**config.mk**
```make
export PLATFORM = sky130hd
export DESIGN_NAME = inst_encoder_loader
export DESIGN_NICKNAME = d
export VERILOG_FILES = /design/src/rtl/inst_encoder_loader.sv
export SDC_FILE = /design/constraint.sdc
export NUM_CORES = 1
export LEC_CHECK = 0
export BUFFER_PORTS_ARGS = -buffer_cell sky130_fd_sc_hd__buf_2
export CORE_MARGIN = 2
export CORE_UTILIZATION = 40
export DETAILED_ROUTE_END_ITERATION = 8
export PLACE_DENSITY_LB_ADDON = 0.3
export RECOVER_POWER = 25
export SKIP_CTS_REPAIR_TIMING = 1
export SLEW_MARGIN = 5
export SYNTH_ARGS = -nofsm -noshare
export SYNTH_HDL_FRONTEND = slang
export SYNTH_SLANG_ARGS = --single-unit
```
**constraint.sdc**
```tcl
create_clock -name clk -period 2.07 [get_ports clk]
set_input_delay 0.414 -clock clk [delete_from_list [all_inputs] [get_ports clk]]
set_output_delay 0.414 -clock clk [all_outputs]
set_load 0.02 [all_outputs]
```
**src/rtl/inst_encoder_loader.sv**
```systemverilog
// Packs decoded RV32I instruction fields into 32-bit words and streams them
// into consecutive instruction-memory addresses through the imem debug write port.
module inst_encoder_loader #(
  parameter int unsigned ADDR_W = 10,
  parameter int unsigned LEN_W  = 10
) (
  input  logic              clk,
  input  logic              rstn,
  input  logic              start,
  input  logic [ADDR_W-1:0] base_addr,
  input  logic [LEN_W-1:0]  len,
  input  logic              in_valid,
  output logic              in_ready,
  input  logic [3:0]        in_kind,
  input  logic [2:0]        in_funct3,
  input  logic              in_alt,
  input  logic [4:0]        in_rd,
  input  logic [4:0]        in_rs1,
  input  logic [4:0]        in_rs2,
  input  logic [31:0]       in_imm,
  output logic              imem_we,
  input  logic              imem_busy,
  output logic [ADDR_W-1:0] imem_addr,
  output logic [31:0]       imem_wdata,
  output logic              busy,
  output logic              done,
  output logic              err
);

  typedef enum logic [1:0] {
    IDLE,
    RUN,
    FIN
  } state_t;

  state_t            state_q, state_d;
  logic [LEN_W-1:0]  len_q, len_d;
  logic [LEN_W-1:0]  acc_q, acc_d;
  logic [LEN_W-1:0]  wr_q, wr_d;
  logic [ADDR_W-1:0] addr_q, addr_d;
  logic [31:0]       wdata_q, wdata_d;
  logic              we_q, we_d;
  logic              err_q, err_d;

  logic [31:0]       enc;
  logic              illegal;
  logic              ready;
  logic              accept;
  logic              complete;

  always_comb begin
    enc     = 32'h0000_0013;
    illegal = 1'b0;
    case (in_kind)
      4'd0: enc = {in_imm[11:0], in_rs1, in_funct3, in_rd, 7'b0000011};
      4'd1: enc = {in_imm[11:5], in_rs2, in_rs1, in_funct3, in_imm[4:0], 7'b0100011};
      4'd2: enc = {in_imm[12], in_imm[10:5], in_rs2, in_rs1, in_funct3,
                   in_imm[4:1], in_imm[11], 7'b1100011};
      4'd3: enc = {in_imm[20], in_imm[10:1], in_imm[11], in_imm[19:12], in_rd, 7'b1101111};
      4'd4: enc = {in_imm[11:0], in_rs1, 3'b000, in_rd, 7'b1100111};
      4'd5: enc = {in_imm[31:12], in_rd, 7'b0110111};
      4'd6: enc = {in_imm[31:12], in_rd, 7'b0010111};
      4'd7: enc = {1'b0, in_alt, 5'b0, in_rs2, in_rs1, in_funct3, in_rd, 7'b0110011};
      4'd8: begin
        // shift-immediates carry funct7 in the upper immediate bits
        if (in_funct3 == 3'b001 || in_funct3 == 3'b101) begin
          enc = {1'b0, in_alt, 5'b0, in_imm[4:0], in_rs1, in_funct3, in_rd, 7'b0010011};
        end else begin
          enc = {in_imm[11:0], in_rs1, in_funct3, in_rd, 7'b0010011};
        end
      end
      default: begin
        enc     = 32'h0000_0013;
        illegal = 1'b1;
      end
    endcase
  end

  assign ready    = (state_q == RUN) && (acc_q < len_q) && (!we_q || !imem_busy);
  assign accept   = in_valid && ready;
  assign complete = we_q && !imem_busy;

  always_comb begin
    state_d = state_q;
    len_d   = len_q;
    acc_d   = acc_q;
    wr_d    = wr_q;
    addr_d  = addr_q;
    wdata_d = wdata_q;
    we_d    = we_q;
    err_d   = err_q;
    case (state_q)
      IDLE: begin
        if (start) begin
          len_d   = len;
          acc_d   = '0;
          wr_d    = '0;
          addr_d  = base_addr & ~ADDR_W'(3);
          err_d   = 1'b0;
          state_d = (len == '0) ? FIN : RUN;
        end
      end
      RUN: begin
        if (accept) begin
          acc_d   = acc_q + 1'b1;
          wdata_d = enc;
          if (illegal) begin
            err_d = 1'b1;
          end
        end
        if (complete) begin
          wr_d   = wr_q + 1'b1;
          addr_d = addr_q + ADDR_W'(4);
        end
        // a new word may load in the same cycle the previous one retires
        we_d = accept || (we_q && imem_busy);
        if (complete && wr_d == len_q) begin
          state_d = FIN;
        end
      end
      FIN: begin
        state_d = IDLE;
      end
      default: begin
        state_d = IDLE;
      end
    endcase
  end

  always_ff @(posedge clk or negedge rstn) begin
    if (!rstn) begin
      state_q <= IDLE;
      len_q   <= '0;
      acc_q   <= '0;
      wr_q    <= '0;
      addr_q  <= '0;
      wdata_q <= '0;
      we_q    <= 1'b0;
      err_q   <= 1'b0;
    end else begin
      state_q <= state_d;
      len_q   <= len_d;
      acc_q   <= acc_d;
      wr_q    <= wr_d;
      addr_q  <= addr_d;
      wdata_q <= wdata_d;
      we_q    <= we_d;
      err_q   <= err_d;
    end
  end

  assign in_ready   = ready;
  assign imem_we    = we_q;
  assign imem_addr  = addr_q;
  assign imem_wdata = wdata_q;
  assign busy       = (state_q == RUN);
  assign done       = (state_q == FIN);
  assign err        = err_q;

endmodule

```
## Yosys cells after proc, flatten, opt, wreduce, memory -nomap -nowiden

Cells that the tools add are included.

| cells by class | value |
|---|---|
| $add $sub $neg | 3 |
| magnitude comparators | 1 |
| eq/ne operators | 18 |
| muxes and demuxes | 19 |
| reductions and logical operators | 23 |

Operator list:

| operator | number |
|---|---|
| case mux 32 bit (9 select lines) | 1 |
| 2-to-1 mux 10 bit | 6 |
| case mux 10 bit (2 select lines) | 3 |
| 2-to-1 mux 32 bit | 1 |
| adder 10 x 1 -> 10 bit (second input constant) | 2 |
| == test 4 x 3 -> 1 bit (second input constant) | 4 |
| adder 10 x 3 -> 10 bit (second input constant) | 1 |
| == test 10 bit | 1 |
| logical NOT 10 bit | 1 |
| less-than comparator 10 bit | 1 |
| OR reduction 9 bit | 1 |
| == test 4 x 2 -> 1 bit (second input constant) | 2 |
| AND reduction 2 bit | 4 |
| logical AND 1 bit | 6 |
| 2-to-1 mux 2 bit | 3 |
| != test 2 x 1 -> 1 bit (second input constant) | 3 |
| AND reduction 3 bit | 2 |
| == test 4 x 1 -> 1 bit (second input constant) | 1 |
| == test 4 bit (second input constant) | 1 |
| logical NOT 4 bit | 1 |
| != test 2 bit (second input constant) | 2 |
| case mux 2 bit (2 select lines) | 1 |
| AND reduction 4 bit | 1 |
| == test 3 x 1 -> 1 bit (second input constant) | 1 |
| 9 further kinds | 14 |

| storage, ports and cells | value |
|---|---|
| flip-flop bits (word level) | 76 |
| output and inout port bits | 47 |

## Logic depth before layout (Yosys ltp)

Gate-level depths: netlist of the first run.

| depth | value |
|---|---|
| depth in word-level cells | 8 |
| mapped depth | 10 |
| mapped depth without buffers | 8 |

## Least setup slack after synthesis of the first run

Ideal clock, no wire load.

| timing | value |
|---|---|
| kind | reg2reg |
| from | reg wr_q[0] |
| to | reg state_q[0] |
| setup time | 0.121 ns |
| arrival | 2.050 ns |
| required time | 1.949 ns |
| slack | -0.102 ns |
| cell stages (with the launch flop) | 8 |
| path buffers | 0 |
| period minus slack after synthesis | 2.172 ns |
| path through | dfrtp_1 -> ha_1 -> nand3b_1 -> xnor2_1 -> nand4_1 -> or4_1 -> or3_1 -> a22o_1 |

| between the ends | value |
|---|---|
| word-level cells in the longest chain between the ends | 7 |

Ends and longest elaborated chain:

| element | line | text |
|---|---|---|
| from (decl) | 39 | `logic [LEN_W-1:0] wr_q, wr_d;` |
| from (signal assigned) | 144 | `wr_q <= wr_d;` |
| adder 10 x 1 -> 10 bit | 112 | `wr_d = wr_q + 1'b1;` |
| 2-to-1 mux 10 bit (*) | 111 | `if (complete) begin` |
| 2-to-1 mux 10 bit (*) | 92 | `case (state_q)` |
| == test 10 bit (*) | 117 | `if (complete && wr_d == len_q) begin` |
| logical AND 1 bit (*) | 117 |  |
| != test 2 x 1 -> 1 bit (no line) (*) | -- |  |
| AND reduction 2 bit (no line) (*) | -- |  |
| to (signal assigned) | 141 | `state_q <= state_d;` |
| to (decl) | 36 | `state_t state_q, state_d;` |

Mark *: on every way between the ends. The rest lies on a longest branch, timed or not. The select of a mux whose other input is x is not followed.
A chain may end at the register's enable or synchronous reset.

## Final worst setup path of the first run

| timing | value |
|---|---|
| from | reg acc_q[4] |
| to | out in_ready |

| between the ends | value |
|---|---|
| word-level cells in the longest chain between the ends | 3 |

Ends and longest elaborated chain:

| element | line | text |
|---|---|---|
| from (decl) | 38 | `logic [LEN_W-1:0] acc_q, acc_d;` |
| from (signal assigned) | 134 | `acc_q <= '0;` |
| from (signal assigned) | 143 | `acc_q <= acc_d;` |
| less-than comparator 10 bit | 79 | `assign ready = (state_q == RUN) && (acc_q < len_q) && (!we_q \|\| !imem_busy);` |
| logical AND 1 bit (2 in series) | 79 |  |
| to (decl) | 13 | `output logic in_ready,` |

No other way between the ends.

==> results of run 1 <==
placed cells by master (no fill, tap or decap), types with 11 or more instances in the layout:
cell	n
buf_2	120
dfrtp_1	73
nand2_1	71
o21ai_0	63
buf_4	57
a21oi_1	37
nor2_1	36
nand3_1	20
mux2i_1	18
inv_1	16
nand2b_1	11
xnor2_1	11
ha_1	11
metal layers:
layer	GRT usage	vias up
met1	0.286	2312
met3	0.0491	13
li1	-	2368
met2	0.341	177
met4	0.0593	0
met5	0	-
stage by stage:
step           cell area, um^2  cells
3_5_place_dp              5790    847
5_1_grt                   6290    868
4_1_cts                   6210    863
6_report                  6290    868
3_3_place_gp              5790    847
2_1_floorplan             4720    566
logic make-up (layout without fill, tap and decap cells):
logic type      after synthesis  count (layout)  synth area share
compound gates              182             182             0.243
xor+xnor                     16              16            0.0297
fa+ha+maj                    12              12            0.0319
buf+inv                      59             218            0.0534
flops                        73              73             0.388
mux                          23              23            0.0502
other cells                   1               2          0.000796
simple gates                199             199             0.203
flip-flops by register name (all words and copies together) (netlist names):
| signal | count |
|---|---|
| imem_wdata | 31 |
| imem_addr | 8 |
| len_q | 10 |
| err | 1 |
| imem_we | 1 |
| wr_q | 10 |
| acc_q | 10 |
| state_q | 2 |
critical path: cells and delay by family (launching register included):
kind / cells / cell delay, ps
AND/OR/NAND/NOR: 2 / 290
flip-flops: 1 / 380
buffers and inverters: 1 / 120
AO/OA/AOI/OAI: 3 / 470
adder cells (fa/ha/maj): 1 / 320
final cells by class:
| class | count | area (um^2) |
|---|---|---|
| Tap cell | 143 | 179 |
| Inverter | 19 | 71.3 |
| Multi-Input combinational cell | 434 | 2700 |
| Sequential cell | 73 | 1830 |
| Fill cell | 1058 | 5180 |
| Timing Repair Buffer | 183 | 1100 |
| Clock buffer | 9 | 225 |
| Clock inverter | 7 | 189 |
final timing paths:
path / startpoint / end / cells after the start
setup reg to reg: acc_q[4] / acc_q[9] / 8
hold / removal: len[5] / len_q[5] / 3
hold reg to reg: imem_wdata[12] / imem_wdata[12] / 2
setup / recovery: acc_q[4] / in_ready / 7
max in group asynchronous: rstn / imem_wdata[28] / 2
min in group asynchronous: rstn / wr_q[7] / 1
report_power, final:
| group | internal (mW) | leakage [nW] | switching, mW |
|---|---|---|---|
| combinational | 1.32 | 1.82 | 1.80 |
| clock | 1.55 | 0.200 | 0.615 |
| sequential | 1.93 | 0.931 | 0.398 |
| total | 4.80 | 2.96 | 2.81 |
==> reports/qor.yml, run 1 <==
run_status:
  status: "complete, but fails checks"
  violations: "setup timing"
clock_network:
  clk_pin_slew_worst_paths_ps: 60
  clk_latency_ps: 330
  cts.htree.levels: 3
  clockRootBuffer: "clkbuf_16"
  cts_tree: "done"
  cts_buffer_depth: 2
  numCtsBuffers: 9
  tritoncts_num_sinks: 73
critical_path:
  worstPathCellList: "ha_1 > a21o_1 > a211oi_2 > o21ai_2 > and3_4 > nor2_4 > buf_6"
  required_ps: 1660
  slowest_delay_ps: 380
  crit_path_top_delay_cell: "dfrtp_1"
  worstSetupEndpointType: "primary output"
  critPathMaxFanout: 3
  critical_path_arrival_ps: 1910
  rrSetupSlack_ps: -200
  start_kind: "flip-flop"
  critical_path_class: "reg -> out"
synthesis:
  async_flop_share: 1.00
  synth_top_area_frac: 0.388
  synthFlopType: "dfrtp_1"
  yosysMostFrequentCell: "dfrtp_1"
  syn_inst: 565
  synth_edf_count: 0
  syn_area_um2: 4710
  yosysUniqueCellTypes: 59
  ys_seq_elements: 73
  ys_seq_area_frac: 0.388
  yosys_warnings: 0
  synth_area_per_cell_um2: 8.34
  netlist_top_cells_count: "dfrtp_1, nand2_1, o21ai_0"
  synthTopCellsByArea: "dfrtp_1, o21ai_0, nand2_1"
  synth_top_area_cell: "dfrtp_1"
drt:
  dr.pass1.iters: 5
  wl_per_cell_um: 15.5
  viasPerCell: 5.61
  wl_met1_um: 5990
  drc: 0
  wl_met2_um: 6450
  ant_nets: 0
  dr_wl_met3_um: 840
  drt_iter0_drc: 558
  routed.top_layer: "met4"
  wirelength_um: 13400
  vias: 4870
global_route:
  gr-total-overflow: 0
  grtUsageTotal: 0.211
  grt_pass1_wl_um: 21800
  grt_pass1_vias: 4553
  antenna_found_initial: 0
  grt_max_degree: 33
layout:
  fin_util: 0.549
  design.final.nets: 812
  syn_to_final_growth_pct: 33.5
  drive_above_1_share: 0.308
  diodes: 0
sta:
  period_share: 1.12
  maxSlewHeadroom: 0.146
  fin_skew_ps: 4.41
  drv_slew: 0
  fmax_mhz: 430
  fin_hold_ws_ps: 303
  hold_viol_final: 0
  tightestPinTransition_ps: 1280
  setup_viol: 13
  rsz0062_at_grt: "yes"
  setup_tns_ps: -1090
  finalWorstSetupSlack_ps: -258
  period_needed_ps: 2330
power_and_ir_drop:
  cellPowerDensity_nw_per_um2: 1210
  power_mw: 7.60
  ir_worst_vdd_mv: 0.731
  leakagePower_nw: 2.96
flow_run:
  cap_viol_max_count: 0
floorplanning:
  core_um2: 11500
  rows: 39
  die_x_um: 113
  die_area_um2: 12700
  ioPinCount: 127
  die_h_um: 113
  start_util: 0.411
place:
  dpl.hpwl_um: 10200
  pre_cts_ws_ps: -151
  place_congestion: 0.879
  portBuffers: 122
hold_path:
  hold_class: "in -> reg"
Note: power is estimated with default switching activity, not from simulation.
==> inputs of run 2 (changes only) <==
ABC_AREA = 1   (was default)
==> run 2 against run 1 <==
The flow finishes with violations (capacitance limit, slew limit, setup timing). Global-route usage decreased by 0.83 points. Area after synthesis is 8.3% lower. Clock power down 51%. Critical endpoint unchanged.
==> reports/qor.yml, run 2 <==
global_route:
  grt_pass1_vias: 4077  # -10%
  grt_pass1_wl_um: 18800  # -14%
  grt_max_degree: 74  # +120%
  gr-total-overflow: 0  # unchanged
  antenna_found_initial: 0  # unchanged
  grtUsageTotal: 0.203  # -0.00827
layout:
  final_cell_mix: "nand2_1, buf_2, dfrtp_1, inv_1, o21ai_0"
  ff_latch_area_um2: 1830  # unchanged
  syn_to_final_growth_pct: 26.2
  diodes: 0  # unchanged
  fillCellCount: 1026  # -3.0%
  multi_input_comb_area_um2: 2220  # -18%
  design.final.nets: 816  # +0.49%
  fin_util: 0.523  # -0.0251
  mostFrequentLayoutCell: "nand2_1"
  drive_above_1_share: 0.272  # -0.0360
  largest_reg_flops: 31  # unchanged
critical_path:
  critPathMaxFanout: 3  # unchanged
  required_ps: 1660  # about the same
  slowest_delay_ps: 390  # about the same
  path_buf_inv: 4  # +3
  worstPathCellList: "inv_1 > ha_1 > nand4_1 > inv_1 > nand2_1 > nand2_1 > nor2_2 > buf_4 > buf_6"
  crit_path_top_delay_cell: "dfrtp_1"
  worstSetupEndpointType: "primary output"
  rrSetupSlack_ps: 120  # +320 ps
  crit_family: "flip-flops"
  critical_path_class: "reg -> out"
  start_kind: "flip-flop"
  critical_path_arrival_ps: 1730  # -180 ps
clock_network:
  clockRootBuffer: "clkbuf_8"
  cts.htree.levels: 3  # unchanged
  cts_tree: "done"
  tritoncts_num_sinks: 73  # unchanged
  clk_pin_slew_worst_paths_ps: 80  # +20 ps
  clk_latency_ps: 350  # +20 ps
  cts_buffer_depth: 2  # unchanged
  numCtsBuffers: 9  # unchanged
floorplanning:
  start_util: 0.415  # +0.00385
  die_area_um2: 11600  # -8.0%
  core_um2: 10400  # -9.2%
  die_x_um: 108  # -4.1%
  rows: 37  # -5.1%
  die_h_um: 108  # -4.1%
  ioPinCount: 127  # unchanged
place:
  place_congestion: 0.913  # +3.9%
  portBuffers: 122  # unchanged
  dpl.hpwl_um: 8830  # -13%
drt:
  viasPerCell: 5.09  # -9.3%
  dr.pass1.iters: 4  # -1
  vias: 4401  # -9.6%
  drc: 0  # unchanged
  wl_per_cell_um: 13.5  # -13%
  drt_iter0_drc: 241  # -57%
  ant_nets: 0  # unchanged
  wirelength_um: 11700  # -13%
hold_path:
  hold_class: "in -> reg"
sta:
  rsz0062_at_grt: "yes"
  hold_viol_final: 0  # unchanged
  tightestPinTransition_ps: 1830  # +553 ps
  fin_skew_ps: 14.0  # +9.63 ps
  period_share: 1.04  # -0.0869
  drv_slew: 74  # +74
  finalWorstSetupSlack_ps: -78.2  # +180 ps
  period_needed_ps: 2150  # -180 ps
  fmax_mhz: 466  # +8.4%
  maxSlewHeadroom: -0.222  # -0.368
  setup_viol: 1  # -12
synthesis:
  synth_edf_count: 0  # unchanged
  ys_seq_area_frac: 0.423  # +0.0352
  netlist_top_cells_count: "nand2_1, dfrtp_1, inv_1"
  synthFlopType: "dfrtp_1"
  yosysUniqueCellTypes: 39  # -34%
  yosysMostFrequentCell: "nand2_1"
  synthTopCellsByArea: "dfrtp_1, nand2_1, o21ai_0"
  syn_area_um2: 4320  # -8.3%
  yosys_warnings: 0  # unchanged
  synth_top_area_cell: "dfrtp_1"
  async_flop_share: 1.00  # unchanged
  synth_top_area_frac: 0.423  # +0.0352
  ys_seq_elements: 73  # unchanged
  synth_area_per_cell_um2: 7.42  # -11%
  syn_inst: 582  # +3.0%
power_and_ir_drop:
  power_mw: 6.74  # -11%
  cellPowerDensity_nw_per_um2: 1240  # +2.3%
  leakagePower_nw: 2.81  # -4.8%
  ir_worst_vdd_mv: 0.567  # -22%
flow_run:
  cap_viol_max_count: 1  # +1
run_status:
  violations: "capacitance limit, slew limit, setup timing"
  status: "complete, but fails checks"
run 2: changes by cell type after synthesis, sizes merged, moves of 11 or more:
cell / change
nand2: +112
inv: +42
clkbuf: -23
nand3: +20
mux2i: -18
and3: -11
nand2b: -11
run 2: worst paths after layout:
| kind | from | endpoint | depth (start not counted) |
|---|---|---|---|
| worst max-delay path | len_q[6] | in_ready | 9 |
| min in group asynchronous | rstn | wr_q[7] | 2 |
| worst min-delay path | len[4] | len_q[4] | 3 |
| worst min register to register | err | err | 2 |
| max in group asynchronous | rstn | imem_wdata[20] | 2 |
| worst max register to register | len_q[8] | imem_wdata[1] | 9 |
run 2: cell type report:
type | instances | area share
clock buffer | 12 | 0.0285
tap | 136 | 0.0312
inverter | 59 | 0.0413
sequential | 73 | 0.335
multi-input combinational | 432 | 0.406
clock inverter | 4 | 0.00505
timing repair buffer | 149 | 0.152
run 2: through the flow:
stage          instance area, um^2  instances  hold WS, ps  worst slack, ps  setup TNS (ps)
2_1_floorplan                 4320        583          118              136               0
3_3_place_gp                  5140        842          455             57.1               0
3_5_place_dp                  5140        842          463            -1.91           -1.91
4_1_cts                       5320        858         94.8             -243            -294
5_1_grt                       5450        865          309             -299           -2670
6_report                      5450        865          291            -78.2           -78.2
run 2: cells by family (layout without fill, tap and decap cells):
| kind of cell | count (synthesis) | in the layout | share of synthesized area |
|---|---|---|---|
| xor+xnor | 4 | 4 | 0.00811 |
| flops | 73 | 73 | 0.423 |
| buf+inv | 78 | 224 | 0.0805 |
| other cells | 1 | 2 | 0.000868 |
| compound gates | 126 | 126 | 0.169 |
| fa+ha+maj | 12 | 12 | 0.0348 |
| simple gates | 288 | 288 | 0.284 |
run 2: routing by layer:
metal	vias up	wire, um	GRT usage
met5	-	0	0
met4	0	128	0.0595
met3	12	927	0.0605
met2	171	5390	0.320
met1	2016	5220	0.271
li1	2202	-	-
run 2: tightest hold or removal path: cells and delay by family:
family	cells	cell delay [ps]
buffers and inverters	1	90
and+or+nand+nor	1	50
AOI/OAI and AO/OA	1	60
run 2: power breakdown:
group	internal (mW)	switching, mW
logic	1.24	2.09
registers	1.96	0.405
clock network	0.499	0.547
==> inputs of run 3 (changes only) <==
BUFFER_PORTS_ARGS = -buffer_cell sky130_fd_sc_hd__clkbuf_2   (was -buffer_cell sky130_fd_sc_hd__buf_2)
CTS_CLUSTER_SIZE = 28   (was default)
==> run 3 against run 2 <==
Die area stayed put. Non-clock buffer count fell by 6. Sequential share of layout area increased by 0.11 points. Cell count shrank 0.69%. The run ends with setup timing left. Register-to-register slack gained 60 ps. Core utilization is 0.17 points lower. Total power up 1.7%. Clock skew down 1.1 ps. Combinational power fell by 4%. Hold slack gained 6.9 ps. Largest cell class unchanged. Critical path type unchanged. Fmax is 3.3% higher.
==> reports/qor.yml, run 3 (synthesis gave the netlist of run 2 again) <==
critical_path:
  worstSetupEndpointType: "primary output"
  critical_path_class: "reg -> out"
  endpoint: "in_ready"
  required_ps: 1660  # about the same
  critical_path_arrival_ps: 1670  # -60 ps
  startpoint: "len_q[8]"
  r2r-end: "imem_wdata[14]"
  start_kind: "flip-flop"
  r2r_start: "len_q[8]"
  rrSetupSlack_ps: 180  # +60 ps
  critPathMaxFanout: 3  # unchanged
  worstRegToRegCells: 9  # unchanged
layout:
  design.final.nets: 810  # -0.74%
  drive_above_1_share: 0.263  # -0.00881
  fin_util: 0.522  # -0.00168
  mostFrequentLayoutCell: "nand2_1"
  fillCellCount: 1017  # -0.88%
  diodes: 0  # unchanged
  final_cell_mix: "nand2_1, clkbuf_2, dfrtp_1, inv_1, o21ai_0"
  final_cells: 859  # -0.69%
  largest_reg_flops: 31  # unchanged
  syn_to_final_growth_pct: 25.8
floorplanning:
  core_um2: 10400  # unchanged
  die_x_um: 108  # unchanged
  die_area_um2: 11600  # unchanged
  start_util: 0.415  # unchanged
  rows: 37  # unchanged
  die_h_um: 108  # unchanged
  ioPinCount: 127  # unchanged
place:
  place_congestion: 0.925  # +1.4%
  portBuffers: 122  # unchanged
  pre_cts_ws_ps: 82.7  # +84.6 ps
  dp_cells: 839  # -0.36%
  dpl.hpwl_um: 9140  # +3.5%
drt:
  ant_nets: 0  # unchanged
  wl_per_cell_um: 13.7  # +1.6%
  wirelength_um: 11800  # +0.93%
  dr.pass1.iters: 4  # unchanged
  drt_iter0_drc: 273  # +13%
  vias: 4372  # -0.66%
  viasPerCell: 5.09  # about the same
  drc: 0  # unchanged
sta:
  tightestPinTransition_ps: 924  # -909 ps
  drv_slew: 0  # -100%
  hold_viol_final: 0  # unchanged
  maxSlewHeadroom: 0.384  # +0.606
  fmax_mhz: 481  # +3.3%
  rsz0062_at_grt: "yes"
  fin_skew_ps: 12.9  # -1.11 ps
  period_share: 1.00  # -0.0332
  finalWorstSetupSlack_ps: -9.34  # +68.8 ps
  period_needed_ps: 2080  # -68.8 ps
  setup_viol: 1  # unchanged
flow_run:
  cap_viol_max_count: 0  # -1
power_and_ir_drop:
  power_mw: 6.86  # +1.7%
  cellPowerDensity_nw_per_um2: 1260  # +2.1%
  ir_worst_vdd_mv: 0.678  # +20%
  leakagePower_nw: 2.82  # +0.15%
global_route:
  grt_max_degree: 43  # -42%
  antenna_found_initial: 0  # unchanged
  gr-total-overflow: 0  # unchanged
  grtUsageMet1: 0.266  # -0.00464
  busiest_layer: "met2"
  grt_pass1_wl_um: 19200  # +1.9%
  grtUsageMet3: 0.0630  # +0.00242
  grt.met2_usage: 0.337  # +0.0175
  grtUsageTotal: 0.206  # +0.00300
  grt_pass1_vias: 4213  # +3.3%
clock_network:
  cts.htree.levels: 3  # unchanged
  cts_buffer_depth: 2  # unchanged
  clk_latency_ps: 350  # about the same
  tritoncts_num_sinks: 73  # unchanged
  clockRootBuffer: "clkbuf_8"
  clk_pin_slew_worst_paths_ps: 80  # about the same
  numCtsBuffers: 9  # unchanged
  cts_tree: "done"
hold_path:
  hold_class: "in -> reg"
run_status:
  status: "complete, but fails checks"
  violations: "setup timing"
[run 3: worst max-delay path, stage by stage, from the launching register on]
cell and delay, ps:
dfrtp_1 390, inv_1 120, ha_1 260, nand4_1 120
inv_1 60, nand2_1 60, nand2_1 80, nor2_4 110
buf_6 130
[run 3: layout make-up]
class                      instances  area, um^2  area share
clock buffer                      12         145      0.0267
multi-input combinational        432        2210       0.406
clock inverter                     4        76.3      0.0140
sequential                        73        1830       0.336
timing repair buffer             143         788       0.145
tap                              136         170      0.0313
inverter                          59         221      0.0408
[run 3: power by group]
group | switching, mW | internal (mW)
clock | 0.553 | 0.716
sequential | 0.424 | 1.96
combinational | 2.05 | 1.15
[run 3: routing by layer]
| metal | wire [um] | share of wire |
|---|---|---|
| met3 | 861 | 0.073 |
| met5 | 0 | 0 |
| met4 | 154 | 0.013 |
| met1 | 5150 | 0.44 |
| met2 | 5620 | 0.48 |
[run 3: metrics by stage]
stage                     hold slack, ps  cell area [um^2]  TNS [ps]
after floorplan                      118              4320         0
after global placement               298              5130         0
after detailed placement             298              5130         0
after CTS                          -84.0              5350      -167
after global routing                 297              5430      -110
final                                297              5430     -9.34
[run 3: worst min-delay path by stage]
stage	start	to	cells past startpoint	slack, ps
after global placement	rstn	wr_q[8]	1	300
after global routing	base_addr[3]	imem_addr[3]	3	300
after CTS	rstn	wr_q[8]	1	-80
final	len[6]	len_q[6]	3	300
after detailed placement	rstn	wr_q[8]	1	300
after floorplan	rstn	acc_q[0]	0	120
